==> src/rtl/cdc_fifo_write_arbiter.sv <==
// cdc_fifo_write_arbiter
//
// Round-robin burst arbiter that shares the single write port of cdc_fifo
// among NUM_REQ requesters, all in the write clock domain. A requester keeps
// the grant for up to MAX_BURST beats, then the grant moves on to the next
// requester with pending data.
//
// Ports:
//   write_clk    in   write-domain clock; all state on its rising edge
//   write_rst    in   asynchronous, active-high reset
//   req_valid    in   [NUM_REQ]            per-requester data valid
//   req_data     in   [NUM_REQ*DATA_WIDTH] requester i at [i*DATA_WIDTH +: DATA_WIDTH]
//   req_ready    out  [NUM_REQ]            per-requester accept (one-hot or zero)
//   fifo_full    in   full flag from cdc_fifo
//   write_enable out  write strobe to cdc_fifo
//   write_data   out  [DATA_WIDTH] write data to cdc_fifo (zero when not writing)
//   grant_valid  out  a requester currently holds the grant (FSM is in BURST)
//   grant_id     out  [ID_WIDTH] index of the granted requester
//
// Handshake: a beat moves from requester i to the FIFO in any cycle where
// req_valid[i] and req_ready[i] are both high. req_ready is combinational
// and only rises for the granted requester while the FIFO is not full, so
// write_enable and req_ready[grant_id] are always the same signal.

module cdc_fifo_write_arbiter #(
  parameter int NUM_REQ    = 4,
  parameter int DATA_WIDTH = 8,
  parameter int MAX_BURST  = 4,
  parameter int ID_WIDTH   = 2
) (
  input  logic                          write_clk,
  input  logic                          write_rst,
  input  logic [NUM_REQ-1:0]            req_valid,
  input  logic [NUM_REQ*DATA_WIDTH-1:0] req_data,
  output logic [NUM_REQ-1:0]            req_ready,
  input  logic                          fifo_full,
  output logic                          write_enable,
  output logic [DATA_WIDTH-1:0]         write_data,
  output logic                          grant_valid,
  output logic [ID_WIDTH-1:0]           grant_id
);

  localparam int CNT_W = $clog2(MAX_BURST + 1);

  typedef enum logic {
    IDLE  = 1'b0,
    BURST = 1'b1
  } state_e;

  state_e               state_q, state_d;
  logic [ID_WIDTH-1:0]  grant_q, grant_d;
  logic [ID_WIDTH-1:0]  last_q, last_d;
  logic [CNT_W-1:0]     count_q, count_d;

  logic [ID_WIDTH-1:0]  scan_idx;
  logic [ID_WIDTH-1:0]  pick_idx;
  logic                 pick_found;
  logic                 gnt_valid;
  logic                 xfer;
  logic [DATA_WIDTH-1:0] data_arr [NUM_REQ];

  // Unpack the flat requester data bus.
  always_comb begin
    for (int i = 0; i < NUM_REQ; i++) begin
      data_arr[i] = req_data[i*DATA_WIDTH +: DATA_WIDTH];
    end
  end

  // Round-robin pick: scan from last+1 upward with wrap-around; the
  // last-served requester is visited last, so it only wins when alone.
  always_comb begin
    pick_found = 1'b0;
    pick_idx   = last_q;
    scan_idx   = last_q;
    for (int k = 1; k <= NUM_REQ; k++) begin
      scan_idx = ID_WIDTH'((int'(last_q) + k) % NUM_REQ);
      if (!pick_found && req_valid[scan_idx]) begin
        pick_found = 1'b1;
        pick_idx   = scan_idx;
      end
    end
  end

  assign gnt_valid = req_valid[grant_q];

  always_comb begin
    state_d = state_q;
    grant_d = grant_q;
    last_d  = last_q;
    count_d = count_q;
    xfer    = 1'b0;
    case (state_q)
      IDLE: begin
        if (pick_found) begin
          grant_d = pick_idx;
          count_d = '0;
          state_d = BURST;
        end
      end
      BURST: begin
        xfer = gnt_valid && !fifo_full;
        if (!gnt_valid) begin
          // Withdrawal ends the burst even while the FIFO is full.
          state_d = IDLE;
          last_d  = grant_q;
        end else if (xfer) begin
          count_d = count_q + CNT_W'(1);
          if (count_q == CNT_W'(MAX_BURST - 1)) begin
            state_d = IDLE;
            last_d  = grant_q;
          end
        end
      end
      default: state_d = IDLE;
    endcase
  end

  always_ff @(posedge write_clk or posedge write_rst) begin
    if (write_rst) begin
      state_q <= IDLE;
      grant_q <= '0;
      last_q  <= ID_WIDTH'(NUM_REQ - 1);
      count_q <= '0;
    end else begin
      state_q <= state_d;
      grant_q <= grant_d;
      last_q  <= last_d;
      count_q <= count_d;
    end
  end

  // Outputs are decoded from registered state plus live inputs, so an
  // asynchronous reset clears them without waiting for a clock edge.
  assign grant_valid  = (state_q == BURST);
  assign grant_id     = grant_q;
  assign write_enable = xfer;
  assign req_ready    = xfer ? (NUM_REQ'(1) << grant_q) : '0;
  assign write_data   = xfer ? data_arr[grant_q] : '0;

endmodule

==> config.mk <==
export PLATFORM = sky130hd
export DESIGN_NAME = cdc_fifo_write_arbiter
export DESIGN_NICKNAME = d
export VERILOG_FILES = /design/src/rtl/cdc_fifo_write_arbiter.sv
export SDC_FILE = /design/constraint.sdc
export NUM_CORES = 1
export LEC_CHECK = 0
export BUFFER_PORTS_ARGS = -buffer_cell sky130_fd_sc_hd__buf_2
export CORE_MARGIN = 2
export CORE_UTILIZATION = 35
export DETAILED_ROUTE_END_ITERATION = 16
export PLACE_DENSITY = 0.77
export SLEW_MARGIN = 5
export SYNTH_ARGS = -nofsm -noshare
export SYNTH_HDL_FRONTEND = slang
export SYNTH_SLANG_ARGS = --single-unit
==> constraint.sdc <==
create_clock -name write_clk -period 3 [get_ports write_clk]
set_input_delay 0.45 -clock write_clk [delete_from_list [all_inputs] [get_ports write_clk]]
set_output_delay 0.45 -clock write_clk [all_outputs]
set_load 0.02 [all_outputs]
* After elaboration in Yosys (flattened, before gate mapping)
Index checks and enable logic that the tools add are counted.
** Operators by class
- Add/sub/neg operators :: 5
- $mul :: 0
- Div/mod/pow operators :: 0
- $lt $le $gt $ge :: 6
- Equal/unequal tests :: 6
- Shift-type cells :: 1
- Muxes and demuxes :: 36
- Bitwise logic cells :: 2
- Reductions and logical operators :: 11
** Operator list (number)
- 2-to-1 mux 8 bit :: 3
- binary-select mux 8 bit (select 2 bit) :: 1
- less-than comparator 2 x 3 -> 1 bit, second input constant :: 5
- 2-to-1 mux 1 bit :: 14
- 2-to-1 mux 2 bit :: 7
- binary-select mux 1 bit (select 2 bit) :: 5
- 2-to-1 mux 3 bit :: 3
- != test 2 x 1 -> 1 bit, second input constant :: 4
- one-hot mux 3 bit (2 select lines) :: 1
- AND reduction 3 bit :: 2
- adder 2 x 1 -> 2 bit, second input constant :: 2
- adder 2 bit, second input constant :: 2
- logical AND 1 bit :: 4
- zero test 1 bit :: 4
- 2-to-1 mux 4 bit :: 1
- left shift 1 x 2 -> 4 bit, first input constant :: 1
- adder 3 x 1 -> 3 bit, second input constant :: 1
- == test 3 x 2 -> 1 bit, second input constant :: 1
- >= comparator 3 bit, second input constant :: 1
- NOT 2 -> 3 bit :: 1
- != test 2 bit, second input constant :: 1
- one-hot mux 1 bit (2 select lines) :: 1
- AND reduction 2 bit :: 1
- NOT 1 bit :: 1
** Word-level totals
- Bits in registers :: 8
- Bits in latches :: 0
- Bits in writable memories :: 0
- Memory bits (read-only) :: 0
- Bits of input ports :: 39
- Output and inout port bits :: 16
- Word-level logic and storage cells :: 71
- Memories :: 0

* Longest topological paths before layout
Gate-level depths: netlist of the first run.
- Word-level depth :: 15
- Mapped depth :: 5
- Depth with buffers taken out :: 5

* Worst setup path after synthesis of the first run
OpenSTA, ideal clock, no wires.
- Path kind :: reg-to-output
- Start point :: register state_q (netlist: grant_valid)
- End point :: output port req_ready[0]
- Arrival :: 1.661 ns
- Slack :: 0.889 ns
- Cell stages (with the launch flop) :: 4
- Buffers on the path :: 1
- Path through :: dfrtp_1 -> and2b_1 -> clkbuf_1 -> nor4bb_1
** Between the ends
- Word-level cells in the longest chain between the ends :: 2
** RTL lines
- from (decl) :: line 50 : state_e state_q, state_d;
- from (signal assigned) :: line 125 : state_q <= state_d;
- 2-to-1 mux 1 bit :: line 92 : case (state_q)
- 2-to-1 mux 4 bit :: line 137 : assign req_ready = xfer ? (NUM_REQ'(1) << grant_q) : '0;
- to (decl) :: line 35 : output logic [NUM_REQ-1:0] req_ready,
No other way between the ends.

* Worst setup path in the final report of the first run
- Start point :: register grant_q[0] (netlist: grant_id[0])
- End point :: output port write_data[1]
** Between the ends
- Word-level cells in the longest chain between the ends :: 5
** RTL lines
- from (decl) :: line 51 : logic [ID_WIDTH-1:0] grant_q, grant_d;
- from (signal assigned) :: line 126 : grant_q <= grant_d;
- binary-select mux 1 bit (select 2 bit) / NOT 2 -> 3 bit (equally long branches) :: line 84, 138
- 2-to-1 mux 1 bit (implied by the code) / binary-select mux 8 bit (select 2 bit) (equally long branches) :: line 84, 138
- logical AND 1 bit / 2-to-1 mux 8 bit (equally long branches) :: line 101, 138
- 2-to-1 mux 1 bit / 2-to-1 mux 8 bit (equally long branches) :: line 92, 138
- 2-to-1 mux 8 bit * :: line 138 : assign write_data = xfer ? data_arr[grant_q] : '0;
- to (decl) :: line 38 : output logic [DATA_WIDTH-1:0] write_data,
Every way passes the cells marked *; elsewhere a longest branch is shown, timed or not. The select of a mux whose other input is x is not followed.

==> results of run 1 <==
## cell families after synthesis
family                     count (synthesis)  synth area share [%]
and+or+nand+nor                           26                  21.2
muxes                                     13                  30.3
adders and majority gates                  2                  3.10
DFF                                        8                  25.1
buffers and inverters                     12                  6.81
AOI/OAI and AO/OA                         14                  13.5
## layer usage
layer  vias to the layer above  track usage (%)  share of wire (%)
met5                         -                0                  0
met4                         0             6.58                1.2
met3                         4             6.03                 14
met2                        43             29.7                 47
met1                       366             18.0                 38
li1                        392                -                  -
## worst max-delay path: stages, from the launching register on
cell and delay [ns]:
sky130_fd_sc_hd__dfrtp_1 0.74, sky130_fd_sc_hd__mux4_2 0.74, sky130_fd_sc_hd__and3_1 0.21, sky130_fd_sc_hd__buf_2 0.16
## per-stage QoR
step | instance area [um2] | hold slack (ns) | setup slack, ns | utilization [%]
CTS | 1110 | 0.139 | 0.418 | 50.5
global placement | 1080 | 0.404 | 0.724 | 49.5
global route | 1110 | 0.143 | 0.287 | 50.5
floorplan | 808 | 0.264 | 0.889 | -
finish | 1110 | 0.131 | 0.446 | 50.5
detailed placement | 1080 | 0.412 | 0.696 | 49.5
## report_power, final
| group | total [uW] | switching (uW) | internal, uW |
|---|---|---|---|
| Combinational | 518 | 243 | 275 |
| Clock | 83.4 | 37.5 | 45.8 |
| Sequential | 287 | 116 | 171 |
## state kept, by name, indices dropped and copies added (netlist names)
signal and cells:
count_q 3, grant_id 2, last_q 2, grant_valid 1
## cell type report
type                       count  area share, %
multi-input combinational     55           49.7
timing repair buffer          54           24.4
sequential                     8           18.3
tap                           28           3.16
inverter                       7           2.37
clock buffer                   3           2.03
## layout by cell type, fill, tap and decap left out, types with 2 or more instances in the layout
cell type / n
sky130_fd_sc_hd__a21o_1: 2
sky130_fd_sc_hd__and3_1: 9
sky130_fd_sc_hd__buf_2: 54
sky130_fd_sc_hd__clkbuf_4: 3
sky130_fd_sc_hd__dfrtp_1: 6
sky130_fd_sc_hd__dfstp_2: 2
sky130_fd_sc_hd__ha_1: 2
sky130_fd_sc_hd__inv_1: 6
sky130_fd_sc_hd__mux2_1: 2
sky130_fd_sc_hd__mux2i_1: 2
sky130_fd_sc_hd__mux4_2: 9
sky130_fd_sc_hd__nand2_1: 3
sky130_fd_sc_hd__nand2b_1: 4
sky130_fd_sc_hd__nor2_1: 2
sky130_fd_sc_hd__o21ai_0: 4
## path summary, 6_finish.rpt
check,to
max in group asynchronous,last_q[0]
worst max-delay path,write_data[1]
worst min-delay path,count_q[0]
worst max register to register,last_q[0]
worst min register to register,count_q[0]
min in group write_clk,count_q[0]
==> load_flow_metrics.sql, run 1 <==
INSERT INTO impl_metrics (metric_group, metric, value, unit) VALUES
('synthesis', 'syn-num-nets', '116', ''),
('setup_path', 'worst-setup-path-type', 'reg2out', ''),
('floorplan', 'io-pin-count', '55', ''),
('clock_tree', 'worst_skew_pair.late_latency', '0.26', 'ns'),
('timing', 'maxSlewHeadroom', '57.8', '%'),
('floorplan', 'fp-row-count', '17', ''),
('synthesis', 'netlist-cell-type-count', '33', ''),
('timing', 'fin_setup_tns', '0', 'ns'),
('global_routing', 'grt_first_pass_wirelength', '3310', 'um'),
('synthesis', 'synthArstFlopShare', '100', '%'),
('clock_tree', 'ctsHtreeMaxLevel', '1', ''),
('layout', 'multiInputGateArea', '551', 'um2'),
('layout', 'fin_cells', '155', ''),
('flow_run', 'drv.max_cap_violation_count', '0', ''),
('placed_design', 'dpl.cell_count', '152', ''),
('layout', 'diodes', '0', ''),
('global_routing', 'globalRouteOverflowTotal', '0', ''),
('drt', 'vias', '805', ''),
('floorplan', 'core_region_area', '2190', 'um2'),
('clock_tree', 'cts_buffer_count', '3', ''),
('synthesis', 'ys_seq_area_share', '25.1', '%'),
('timing', 'clock.fmax', '392', 'MHz'),
('drt', 'drc_violations_left', '0', ''),
('global_routing', 'antenna_found_initial', '0', ''),
('setup_path', 'slack_of_the_worst_reg_to_reg_path', '0.89', 'ns'),
('setup_path', 'worst_ep_arrival_time', '2.10', 'ns'),
('synthesis', 'postSynthRegisterBits', '8', ''),
('drt', 'detail_route.iter0.violations', '8', ''),
('placed_design', 'gpl.final_weighted_congestion', '0.748', ''),
('timing', 'time_the_final_worst_path_needs_with_i_o_delays_and_setup', '2.55', 'ns'),
('synthesis', 'post-synth-top-area-cell', 'sky130_fd_sc_hd__mux4_2', ''),
('power_and_ir_drop', 'power-per-cell-area', '802', 'nW/um2'),
('drt', 'vias_per_cell', '5.19', ''),
('power_and_ir_drop', 'power.ir.vdd_worst', '0.387', 'mV'),
('setup_path', 'timing.rr.start', 'grant_id[0]', ''),
('setup_path', 'worstSetupEndpointType', 'output port', ''),
('timing', 'min_period_over_period', '85.1', '%'),
('status', 'outcome', 'complete, no violations', ''),
('global_routing', 'vias_in_the_first_global_route', '741', ''),
('clock_tree', 'cts_hold_buffers', '0', ''),
('synthesis', 'synth_edf_count', '0', ''),
('drt', 'first_pass_iters', '4', ''),
('synthesis', 'synth_area_per_cell', '10.8', 'um2'),
('setup_path', 'cp-start-kind', 'flop', ''),
('timing', 'finalMaxSlewViolations', '0', ''),
('clock_tree', 'cts_num_sinks', '8', ''),
('floorplan', 'die-width', '52.1', 'um'),
('clock_tree', 'clk_root_buffer_cell', 'sky130_fd_sc_hd__clkbuf_4', ''),
('layout', 'seq_area', '203', 'um2'),
('power_and_ir_drop', 'static-leakage-power', '0.000600', 'uW'),
('timing', 'rsz0062_at_grt', 'no', ''),
('timing', 'final-hold-violation-count', '0', ''),
('layout', 'finalNetCount', '170', ''),
('clock_tree', 'post_cts_buffers', '0', ''),
('timing', 'fin_skew', '0.00109', 'ns'),
('synthesis', 'synth_commonest_cells', 'sky130_fd_sc_hd__and3_1, sky130_fd_sc_hd__mux4_2, sky130_fd_sc_hd__dfrtp_1, sky130_fd_sc_hd__inv_1', ''),
('setup_path', 'crit_required', '2.55', 'ns'),
('synthesis', 'yosys-top-cells-area', 'sky130_fd_sc_hd__mux4_2, sky130_fd_sc_hd__dfrtp_1, sky130_fd_sc_hd__and3_1, sky130_fd_sc_hd__dfstp_2, sky130_fd_sc_hd__ha_1', ''),
('synthesis', 'synth-main-ff-cell', 'sky130_fd_sc_hd__dfrtp_1', ''),
('layout', 'post_route_cells_drive_above_1_share', '59.1', '%'),
('clock_tree', 'cts_tree', 'built', ''),
('layout', 'synthToLayoutAreaGrowth', '37.0', '%'),
('placed_design', 'dp.final_hpwl', '1790', 'um'),
('global_routing', 'grt_max_degree', '17', ''),
('floorplan', 'die_height', '52.1', 'um'),
('synthesis', 'synthesis.yosys.warnings', '0', ''),
('placed_design', 'port-buffer-count', '54', ''),
('power_and_ir_drop', 'power.total', '888', 'uW'),
('drt', 'finalWirelength', '2180', 'um'),
('layout', 'fillCellCount', '203', ''),
('setup_path', 'crit_path_max_fanout', '15', '');
No activity file was read; power rests on OpenSTA's default activity.
==> run 2, diff against run 1 <==
==> config.mk (replaced) <==
export PLATFORM = sky130hd
export DESIGN_NAME = cdc_fifo_write_arbiter
export DESIGN_NICKNAME = d
export VERILOG_FILES = /design/src/rtl/cdc_fifo_write_arbiter.sv
export SDC_FILE = /design/constraint.sdc
export NUM_CORES = 1
export LEC_CHECK = 0
export CORE_MARGIN = 2
export CORE_UTILIZATION = 50
export DETAILED_ROUTE_END_ITERATION = 16
export DONT_BUFFER_PORTS = 1
export PLACE_DENSITY = 0.73
export SYNTH_ARGS = -nofsm -noshare
export SYNTH_HDL_FRONTEND = slang
export SYNTH_SLANG_ARGS = --single-unit
==> run 2 against run 1 <==
Sequential power barely moved; flip-flop and latch count did not move; cell count fell by 41%; highest routed layer unchanged; combinational power fell by 13%; global-route usage rose by 2.7 points.
==> load_flow_metrics.sql, run 2 (same netlist as run 1, synthesis figures left out) <==
INSERT INTO impl_metrics (metric_group, metric, value, unit) VALUES
('placed_design', 'gpl.final_weighted_congestion', '0.833', ''),
('drt', 'routedWlPerCell', '20.3', 'um'),
('clock_tree', 'clk_root_buffer_cell', 'sky130_fd_sc_hd__clkbuf_4', ''),
('setup_path', 'worstSetupEndpoint', 'req_ready[1]', ''),
('clock_tree', 'clock_pin_slew_on_the_worst_setup_and_hold_paths', '0.06', 'ns'),
('timing', 'min_period_over_period', '80.2', '%'),
('placed_design', 'pre_cts_slack', '0.855', 'ns'),
('setup_path', 'worst_setup_path_startpoint', 'grant_valid', ''),
('drt', 'final_antenna_net_count', '0', ''),
('setup_path', 'worstSetupEndpointType', 'output port', ''),
('drt', 'vias_per_cell', '6.96', ''),
('setup_path', 'path_delay_family', 'simple AND/OR/NAND/NOR gates', ''),
('setup_path', 'worst-setup-path-type', 'reg2out', ''),
('drt', 'drc_violations_left', '0', ''),
('setup_path', 'worst_ep_arrival_time', '1.96', 'ns'),
('placed_design', 'port-buffer-count', '0', ''),
('clock_tree', 'cts_hold_buffers', '0', ''),
('setup_path', 'timing.rr.start', 'grant_id[1]', ''),
('floorplan', 'initial_core_util', '53.7', '%'),
('setup_path', 'critical_path.cell_chain', 'and2b_1 > nand2_1 > nor3b_1', ''),
('power_and_ir_drop', 'power.total', '834', 'uW'),
('layout', 'registers.top_by_ff_count', 'count_q', ''),
('drt', 'finalWirelength', '1870', 'um'),
('timing', 'rsz0062_at_grt', 'no', ''),
('global_routing', 'global_route.usage.total', '19.5', '%'),
('floorplan', 'fp-row-count', '14', ''),
('setup_path', 'cp_num_cells', '3', ''),
('global_routing', 'grt_max_degree', '17', ''),
('setup_path', 'critical-path-max-stage-delay', '0.58', 'ns'),
('setup_path', 'crit_required', '2.55', 'ns'),
('timing', 'finalWorstSetupSlack', '0.593', 'ns'),
('timing', 'fin_setup_tns', '0', 'ns'),
('status', 'outcome', 'complete, no violations', ''),
('timing', 'fin_skew', '0.0116', 'ns'),
('clock_tree', 'cts.path.max_buffers', '2', ''),
('clock_tree', 'cts_buffer_count', '3', ''),
('layout', 'synthToLayoutAreaGrowth', '4.02', '%'),
('layout', 'finalNetCount', '118', ''),
('drt', 'detail_route.iter0.violations', '10', ''),
('clock_tree', 'post_cts_buffers', '0', ''),
('floorplan', 'die-width', '44.2', 'um'),
('setup_path', 'crit_path_max_fanout', '12', ''),
('placed_design', 'dp.final_hpwl', '1540', 'um'),
('flow_run', 'drv.max_cap_violation_count', '0', ''),
('timing', 'timing.final.setup_violations', '0', ''),
('layout', 'fillCellCount', '129', ''),
('global_routing', 'grt_first_pass_wirelength', '2720', 'um'),
('floorplan', 'io-pin-count', '55', ''),
('global_routing', 'antenna_found_initial', '0', ''),
('floorplan', 'die_area', '1950', 'um2'),
('setup_path', 'cp-start-kind', 'flop', ''),
('setup_path', 'reg2reg_to', 'last_q[0]', ''),
('setup_path', 'ff2ff_path_depth', '3', ''),
('global_routing', 'vias_in_the_first_global_route', '598', ''),
('timing', 'final-hold-violation-count', '0', ''),
('min_path', 'min-delay-path-class', 'in2async', ''),
('power_and_ir_drop', 'static-leakage-power', '0.000381', 'uW'),
('timing', 'maxSlewHeadroom', '55.1', '%'),
('timing', 'worst_pin_slew', '0.674', 'ns'),
('timing', 'time_the_final_worst_path_needs_with_i_o_delays_and_setup', '2.41', 'ns'),
('timing', 'finalMaxSlewViolations', '0', ''),
('layout', 'post_route_cells_drive_above_1_share', '30.3', '%'),
('layout', 'diodes', '0', ''),
('drt', 'first_pass_iters', '4', ''),
('timing', 'clock.fmax', '415', 'MHz'),
('clock_tree', 'cts_num_sinks', '8', ''),
('power_and_ir_drop', 'power-per-cell-area', '992', 'nW/um2'),
('clock_tree', 'ctsHtreeMaxLevel', '1', ''),
('clock_tree', 'worst_skew_pair.late_latency', '0.27', 'ns'),
('setup_path', 'buffers_plus_inverters_on_the_worst_setup_path', '0', ''),
('layout', 'largest_register_ffs', '3', ''),
('setup_path', 'slack_of_the_worst_reg_to_reg_path', '1.01', 'ns'),
('floorplan', 'core_region_area', '1510', 'um2'),
('floorplan', 'die_height', '44.2', 'um'),
('clock_tree', 'cts_resized', '0', ''),
('global_routing', 'globalRouteOverflowTotal', '0', ''),
('setup_path', 'critPathSlowestCell', 'sky130_fd_sc_hd__dfrtp_1', ''),
('power_and_ir_drop', 'power.ir.vdd_worst', '0.493', 'mV'),
('clock_tree', 'cts_tree', 'built', ''),
('layout', 'commonest_cells_after_routing_fill_and_taps_aside', 'sky130_fd_sc_hd__mux4_2, sky130_fd_sc_hd__and3_1, sky130_fd_sc_hd__inv_1, sky130_fd_sc_hd__dfrtp_1', ''),
('drt', 'vias', '640', '');
-- run 2: cell types whose count changed in the layout (fill, tap and decap cells not counted), sizes merged --
cell / previous run / this run
clkbuf: 3 / 4
buf: 54 / 2
-- run 2: routing by layer --
| layer | GRT usage [%] | up-vias | wire length, um |
|---|---|---|---|
| met1 | 22.4 | 310 | 734 |
| li1 | - | 291 | - |
| met2 | 36.5 | 36 | 952 |
| met4 | 5.45 | 0 | 16 |
| met5 | 0 | - | 0 |
| met3 | 3.67 | 3 | 166 |
-- run 2: power breakdown --
part | total (uW) | internal [uW] | switching, uW | leakage, uW
logic | 450 | 234 | 216 | 0.000270
clock network | 94.1 | 51.2 | 42.8 | 0.0000150
registers | 290 | 170 | 120 | 0.0000954
-- run 2: through the flow --
step / utilization (%) / cells / hold slack [ns] / instance area (um2)
floorplan: - / 75 / 0.264 / 808
global placement: 54.1 / 88 / 0.307 / 815
detailed placement: 54.1 / 88 / 0.306 / 815
CTS: 55.8 / 92 / 0.0193 / 841
global route: 55.8 / 92 / 0.0271 / 841
finish: 55.8 / 92 / 0.00710 / 841
-- run 2: cell type report --
cell class	count	area, um2	share of cell area [%]
inverters	7	26.3	3.13
repair buffers	2	15.0	1.79
well taps	16	20.0	2.38
flip-flops and latches	8	203	24.1
multi-input cells	55	551	65.5
clock buffers	4	26.3	3.13
-- run 2: worst min-delay path by stage --
stage | from | endpoint | slack (ns) | cells past startpoint
global route | write_rst | count_q[0] | 0.03 | 1
global placement | write_rst | grant_valid | 0.31 | 1
finish | write_rst | count_q[0] | 0.007 | 1
detailed placement | write_rst | count_q[0] | 0.31 | 1
CTS | write_rst | count_q[0] | 0.02 | 1
floorplan | write_rst | count_q[0] | 0.26 | 1
